<file path="src/rtl/latch_bank_pkg.sv">
// Shared types and sizing helpers for the latch bank writer.
// The phase counter is sized so it can hold the longest programmed phase.
package latch_bank_pkg;

    typedef enum logic [2:0] {
        ST_INIT,
        ST_IDLE,
        ST_SETUP,
        ST_OPEN,
        ST_HOLD,
        ST_CLEAR
    } state_e;

    function automatic int max4(input int a, input int b, input int c, input int d);
        int m;
        m = a;
        if (b > m) m = b;
        if (c > m) m = c;
        if (d > m) m = d;
        return m;
    endfunction

    function automatic int phase_cnt_w(input int s, input int o, input int h, input int c);
        return $clog2(max4(s, o, h, c)) + 1;
    endfunction

endpackage

</file>
<file path="src/rtl/latch_bank_shadow.sv">
// Flop copy of the latch bank contents, so software can read back what was written
// without touching the level-sensitive cells.
module latch_bank_shadow
    import latch_bank_pkg::*;
#(
    parameter int DEPTH = 8,
    parameter int WIDTH = 8,
    parameter int AW    = 3
) (
    input  logic             clk,
    input  logic             rst_n,
    input  logic             wr_en,
    input  logic [AW-1:0]    wr_addr,
    input  logic [WIDTH-1:0] wr_data,
    input  logic             clr,
    input  logic [AW-1:0]    rd_addr,
    output logic [WIDTH-1:0] rd_data
);

    logic [DEPTH-1:0][WIDTH-1:0] mem;

    always_ff @(posedge clk or negedge rst_n) begin
        if (!rst_n) begin
            mem <= '0;
        end else if (clr) begin
            mem <= '0;
        end else if (wr_en) begin
            for (int i = 0; i < DEPTH; i++) begin
                if (wr_addr == AW'(i)) mem[i] <= wr_data;
            end
        end
    end

    // Unmatched addresses (>= DEPTH) fall through to zero.
    always_comb begin
        rd_data = '0;
        for (int i = 0; i < DEPTH; i++) begin
            if (rd_addr == AW'(i)) rd_data = mem[i];
        end
    end

endmodule

</file>
<file path="src/rtl/latch_bank_writer.sv">
// Sequences writes into a bank of negative-level latches: data setup, gate open, data hold,
// plus bank-wide clear pulses and a shadow copy for readback.
module latch_bank_writer
    import latch_bank_pkg::*;
#(
    parameter int DEPTH     = 8,
    parameter int WIDTH     = 8,
    parameter int SETUP_CYC = 1,
    parameter int OPEN_CYC  = 2,
    parameter int HOLD_CYC  = 1,
    parameter int CLR_CYC   = 2,
    localparam int AW       = $clog2(DEPTH)
) (
    input  logic             CLK,
    input  logic             RESET,
    input  logic             WR_VALID,
    output logic             WR_READY,
    input  logic [AW-1:0]    WR_ADDR,
    input  logic [WIDTH-1:0] WR_DATA,
    output logic             WR_ERR,
    input  logic             CLR_REQ,
    output logic             CLR_DONE,
    output logic [WIDTH-1:0] LATCH_D,
    output logic [DEPTH-1:0] LATCH_G,
    output logic             LATCH_R,
    input  logic [AW-1:0]    RD_ADDR,
    output logic [WIDTH-1:0] RD_DATA,
    output logic             BUSY
);

    localparam int PW = phase_cnt_w(SETUP_CYC, OPEN_CYC, HOLD_CYC, CLR_CYC);

    state_e            state, nxt;
    logic [PW-1:0]     cnt, cnt_nxt;
    logic [AW-1:0]     addr_q;
    logic              addr_ok_q;
    logic              wr_in_range;
    logic              accept;
    logic              clr_start;
    logic              phase_done;
    logic              shadow_we;
    logic [DEPTH-1:0]  gate_nxt;

    assign wr_in_range = (int'(WR_ADDR) < DEPTH);
    assign phase_done  = (cnt == '0);
    assign WR_READY    = (state == ST_IDLE) && !CLR_REQ;
    assign BUSY        = (state != ST_IDLE);
    assign accept      = WR_VALID && WR_READY;
    assign clr_start   = (state == ST_IDLE) && CLR_REQ;
    assign shadow_we   = (state == ST_OPEN) && phase_done && addr_ok_q;

    always_comb begin
        nxt     = state;
        cnt_nxt = cnt - PW'(1);
        case (state)
            ST_INIT: begin
                if (phase_done) begin
                    nxt     = ST_IDLE;
                    cnt_nxt = '0;
                end
            end
            ST_IDLE: begin
                cnt_nxt = cnt;
                if (CLR_REQ) begin
                    nxt     = ST_CLEAR;
                    cnt_nxt = PW'(CLR_CYC - 1);
                end else if (WR_VALID) begin
                    nxt     = ST_SETUP;
                    cnt_nxt = PW'(SETUP_CYC - 1);
                end
            end
            ST_SETUP: begin
                if (phase_done) begin
                    nxt     = ST_OPEN;
                    cnt_nxt = PW'(OPEN_CYC - 1);
                end
            end
            ST_OPEN: begin
                if (phase_done) begin
                    nxt     = ST_HOLD;
                    cnt_nxt = PW'(HOLD_CYC - 1);
                end
            end
            ST_HOLD: begin
                if (phase_done) begin
                    nxt     = ST_IDLE;
                    cnt_nxt = '0;
                end
            end
            ST_CLEAR: begin
                if (phase_done) begin
                    nxt     = ST_IDLE;
                    cnt_nxt = '0;
                end
            end
            default: begin
                nxt     = ST_INIT;
                cnt_nxt = PW'(CLR_CYC - 1);
            end
        endcase
    end

    // Gates are decoded from the next state so the registered gate lines up with the state.
    always_comb begin
        gate_nxt = '1;
        if (nxt == ST_OPEN && addr_ok_q) begin
            for (int i = 0; i < DEPTH; i++) begin
                if (addr_q == AW'(i)) gate_nxt[i] = 1'b0;
            end
        end
    end

    always_ff @(posedge CLK or negedge RESET) begin
        if (!RESET) begin
            state     <= ST_INIT;
            cnt       <= PW'(CLR_CYC - 1);
            addr_q    <= '0;
            addr_ok_q <= 1'b0;
            LATCH_D   <= '0;
            LATCH_G   <= '1;
            LATCH_R   <= 1'b1;
            WR_ERR    <= 1'b0;
            CLR_DONE  <= 1'b0;
        end else begin
            state    <= nxt;
            cnt      <= cnt_nxt;
            if (accept) begin
                addr_q    <= WR_ADDR;
                addr_ok_q <= wr_in_range;
                LATCH_D   <= WR_DATA;
            end
            LATCH_G  <= gate_nxt;
            LATCH_R  <= (nxt == ST_INIT) || (nxt == ST_CLEAR);
            WR_ERR   <= accept && !wr_in_range;
            CLR_DONE <= (state == ST_CLEAR) && phase_done;
        end
    end

    latch_bank_shadow #(
        .DEPTH (DEPTH),
        .WIDTH (WIDTH),
        .AW    (AW)
    ) u_shadow (
        .clk     (CLK),
        .rst_n   (RESET),
        .wr_en   (shadow_we),
        .wr_addr (addr_q),
        .wr_data (LATCH_D),
        .clr     (clr_start),
        .rd_addr (RD_ADDR),
        .rd_data (RD_DATA)
    );

endmodule

</file>
<file path="config.mk">
export PLATFORM = sky130hd
export DESIGN_NAME = latch_bank_writer
export DESIGN_NICKNAME = d
export VERILOG_FILES = /design/src/rtl/latch_bank_pkg.sv /design/src/rtl/latch_bank_shadow.sv /design/src/rtl/latch_bank_writer.sv
export SDC_FILE = /design/constraint.sdc
export NUM_CORES = 1
export LEC_CHECK = 0
export ABC_AREA = 0
export CAP_MARGIN = 0
export CORE_MARGIN = 3
export CORE_UTILIZATION = 40
export CTS_BUF_LIST = sky130_fd_sc_hd__clkbuf_4
export DETAILED_ROUTE_END_ITERATION = 12
export MAX_ROUTING_LAYER = met4
export PLACE_DENSITY = 0.57
export REMOVE_ABC_BUFFERS = 1
export SYNTH_ARGS = -nofsm -noshare
export SYNTH_HDL_FRONTEND = slang
export SYNTH_HIERARCHICAL = 1
export SYNTH_SLANG_ARGS = --single-unit
</file>
<file path="constraint.sdc">
create_clock -name CLK -period 2.7 [get_ports CLK]
set_clock_uncertainty 0.15 [all_clocks]
set_input_delay 0.54 -clock CLK [delete_from_list [all_inputs] [get_ports CLK]]
set_output_delay 0.54 -clock CLK [all_outputs]
set_load 0.02 [all_outputs]
</file>
==> results.md <==
Final layout:
- Once layout is done, the placed cells without fillers occupy 0.005265 sq mm.
- The count of inserted antenna diode cells is 0.
- The filler cells instantiated in the layout total 965.
- The share of post-route cells with drive strength above 1 is 20.97%.
- The number of nets at the end of the flow is 485.
- The area occupied by registers is 0.002292 sq mm.
- The footprint of the multi-input gates is 0.001908 sq mm.
- The end-of-flow core utilization is 50.32%.
- The number of standard cells in the final layout excluding fillers is 608.
- Compared with the post-synthesis result, the final layout area differs by 21.09%.

Timing:
- The number of pins with negative max-slew slack in the final report is 0.
- The number of endpoints failing setup at the final stage is 0.
- The achievable frequency is 0.3788 GHz.
- The worst hold slack after final layout is 0.3504 ns.
- Setup repair after global routing left no endpoint under its margin.
- The worst path needs 2.640 ns of the cycle, external delays included.
- The final period utilization is 97.77%.
- The final hold violation count came to 0.

Synth:
- The average footprint of a synthesized cell is 10.38 sq um.
- The most used flip-flop cell after synthesis is sky130_fd_sc_hd__dfrtp_1.
- The top cell type by total area after synthesis is sky130_fd_sc_hd__dfrtp_1.
- By area the synthesized netlist is led by sky130_fd_sc_hd__dfrtp_1 (47%), sky130_fd_sc_hd__nand2_1 (8.7%), sky130_fd_sc_hd__mux4_2 (7.3%).
- Yosys mapped a number of flops with a built-in enable equal to 0.
- The count of different cell masters after synthesis is 41.
- The number of storage elements in the synthesis netlist is 91.
- Yosys printed 6 warnings.
- The cell with the most instances after synthesis is sky130_fd_sc_hd__nand2_1.
- For this run, the register share of the synthesized area comes to 52.66%.
- The post-synthesis instance area is 0.004348 sq mm.
- The share of the synthesized area in the top cell type is 46.62%.
- The number of instances in the synthesized netlist is 419.
- Ranked by instance count, the synthesized netlist is headed by sky130_fd_sc_hd__nand2_1 (101), sky130_fd_sc_hd__dfrtp_1 (81), sky130_fd_sc_hd__a21oi_1 (55).
- In the synthesized netlist the async set-or-reset flop fraction comes to 100.0%.

Clock network:
- The clock edge transition at the registers on the reported setup and hold paths is 0.14 ns.
- The clock buffer count from CTS is 9.
- The latest clock arrival within the worst-skew pair is 0.44 ns.
- The library cell used as clock root buffer is sky130_fd_sc_hd__clkbuf_4.
- The CTS H-tree depth is 3.
- The TritonCTS sink count is 91.
- The clock passes through at most 2 buffers.
- The clock tree from TritonCTS is done.

Power:
- The total chip power is 4.223 mW.
- Across the VDD grid, the largest voltage drop is 0.0004254 V.
- The power density over the cells is 802.2 mW/mm^2.
- The leakage dissipation is 2.230 nW.

Route:
- The detailed router finished its first iteration with 244 violations.
- The total detailed-routing wirelength is 11220 microns.
- The average routed wire per standard cell is 18.45 microns.
- After detailed routing, the number of remaining DRC violations is 0.
- The first TritonRoute pass finished after 4 iterations.
- The remaining antenna violation count is 0.
- The via total after detailed routing is 3241.
- The detail-routed via count per cell is 5.331.

Setup path:
- The highest cell delay on the worst timing path is 0.31 ns.
- The startpoint type of the worst setup path is an input port.
- The critical path is of the input port to primary output type.
- The worst setup slack for register-to-register paths is 0.27 ns.
- The start of the worst register-to-register path is cnt[1].
- The top cell family by delay on the critical path is buffers and inverters.
- The critical path arrival is 1.95 ns.
- The number of cells on the worst reg-to-reg path is 7.
- Of all nets on the critical path, the largest fanout is 10.
- The termination of the worst setup path is RD_DATA[0].
- The count of cell instances traversed by the critical path is 5.
- Counting both buffers and inverters, the worst setup path holds a total of 3.
- At the worst endpoint, the required time is 2.01 ns.
- The worst register-to-register path ends at u_shadow/mem[19].
- The cell with the largest stage delay on the worst path is sky130_fd_sc_hd__bufbuf_16.
- The launch point of the critical path is RD_ADDR[1].
- STA classifies the critical path endpoint as a primary output.
- Walking the worst path, the cells encountered are dlygate4sd2_1, bufbuf_16, mux4_2, mux2_2, clkdlybuf4s15_2.

Place:
- The number of placed instances, taps included, is 589.
- The number of port buffers is 45.
- The final weighted congestion in routability-driven placement is 0.8126.
- In this run the cell area measured after placement is 0.005035 sq mm.
- The estimated wirelength of the detail-placed design is 7179 microns.

Die:
- The number of placement rows is 37.
- The starting density of the core is 41.56%.
- The die covers 0.01216 sq mm.
- 47 I/O pins were placed.
- The die is 110.3 microns wide.
- The floorplan step set the die height to 110.3 microns.
- The floorplan step defined a core boundary enclosing 0.01046 sq mm.

Global route:
- The via count of the first global-routing pass is 3327.
- Global routing used 20.83% of the available tracks.
- Entering global routing, the biggest net connects 65 pins.
- The first global-routing pass estimated 18220 microns of wire.
- The number of antenna violations at the first check in global routing came to 0.
- The leftover overflow at the end of global routing is 0.

Worst hold path:
- The tightest min-delay check is of the register to register type.

Outcome:
- The run finished with clean final reports.

Flow run:
- The total of max-cap violations is 0.
==> cell type report <==
class	count	area share [%]
Multi-Input combinational cell	293	36.24
Tap cell	136	3.232
Clock inverter	7	1.759
Clock buffer	9	1.283
Timing Repair Buffer	69	13.74
Sequential cell	91	43.54
Inverter	3	0.2139
==> flip-flops by register name (all words and copies together), names as in the netlist <==
| name | flops |
|---|---|
| u_shadow/mem | 64 |
| LATCH_D | 8 |
| LATCH_G | 8 |
| addr_q | 3 |
| state | 3 |
| cnt | 2 |
| CLR_DONE | 1 |
| LATCH_R | 1 |
| addr_ok_q | 1 |
==> through the flow <==
| stage | setup slack [ns] | setup TNS (ns) |
|---|---|---|
| after floorplan | 0.3234 | 0 |
| after global placement | -0.5939 | -4.401 |
| after detailed placement | -0.5884 | -4.418 |
| after CTS | 0.01457 | 0 |
| after global routing | 0.007214 | 0 |
| final | 0.06019 | 0 |
==> cells by family (layout without fill, tap and decap cells) <==
family,Yosys count,after routing,share of synthesized area [%]
AND/OR/NAND/NOR,171,171,18.33
flip-flops,91,91,52.66
AO/OA/AOI/OAI,71,71,8.777
multiplexers,50,50,16.66
buffers and inverters,35,88,3.482
other,1,1,0.08625
==> worst reg2reg max path, delay by kind of cell (launching register included) <==
kind,cells,cell delay (ns)
and+or+nand+nor,6,1.59
AOI/OAI and AO/OA,1,0.08
DFF,1,0.49
==> placed cells by master, fill, tap and decap left out, types with 3 or more instances in the layout <==
cell	instances
sky130_fd_sc_hd__a21oi_1	55
sky130_fd_sc_hd__buf_12	4
sky130_fd_sc_hd__buf_4	19
sky130_fd_sc_hd__clkbuf_4	9
sky130_fd_sc_hd__clkdlybuf4s15_1	3
sky130_fd_sc_hd__clkdlybuf4s15_2	4
sky130_fd_sc_hd__clkdlybuf4s50_1	32
sky130_fd_sc_hd__dfrtp_1	79
sky130_fd_sc_hd__dfstp_2	10
sky130_fd_sc_hd__inv_1	3
sky130_fd_sc_hd__mux2_2	11
sky130_fd_sc_hd__mux2_4	7
sky130_fd_sc_hd__mux2i_1	18
sky130_fd_sc_hd__mux4_2	14
sky130_fd_sc_hd__nand2_1	101
sky130_fd_sc_hd__nand2b_1	4
sky130_fd_sc_hd__nand3_1	6
sky130_fd_sc_hd__nand4_1	4
sky130_fd_sc_hd__nor2_1	28
sky130_fd_sc_hd__nor2b_1	4
sky130_fd_sc_hd__nor3_1	4
sky130_fd_sc_hd__nor3b_1	3
sky130_fd_sc_hd__o21a_1	5
sky130_fd_sc_hd__o21ai_0	7
sky130_fd_sc_hd__or2_2	3
==> layer usage <==
metal / vias to the layer above / global-route usage [%] / part of all wire (%)
li1: 1525 / - / -
met2: 92 / 31.89 / 47
met3: 20 / 4.252 / 5.3
met4: 0 / 6.069 / 2.0
met5: - / - / 0
met1: 1604 / 28.30 / 45
==> timing repair <==
action,CTS,global route
buffers inserted,0,0
cloned,2,0
setup endpoints to repair,9,4
hold buffers,1,0
hold endpoints to repair,31,0
gates resized for setup,28,5
==> worst min-delay path by stage <==
stage	start	end	slack, ns	depth (start not counted)
5_1_grt	addr_ok_q	addr_ok_q	0.39	2
2_1_floorplan	RESET	CLR_DONE	0.09	0
4_1_cts	addr_ok_q	addr_ok_q	0.35	2
6_report	addr_ok_q	addr_ok_q	0.35	2
3_5_place_dp	addr_ok_q	addr_ok_q	0.32	2
3_3_place_gp	addr_ok_q	addr_ok_q	0.32	2
==> power breakdown <==
group | internal (mW) | leakage [nW] | switching, mW
Combinational | 0.659 | 0.952 | 0.714
Sequential | 1.62 | 1.20 | 0.383
Clock | 0.372 | 0.0796 | 0.476
(Power assumes the default switching activity.)
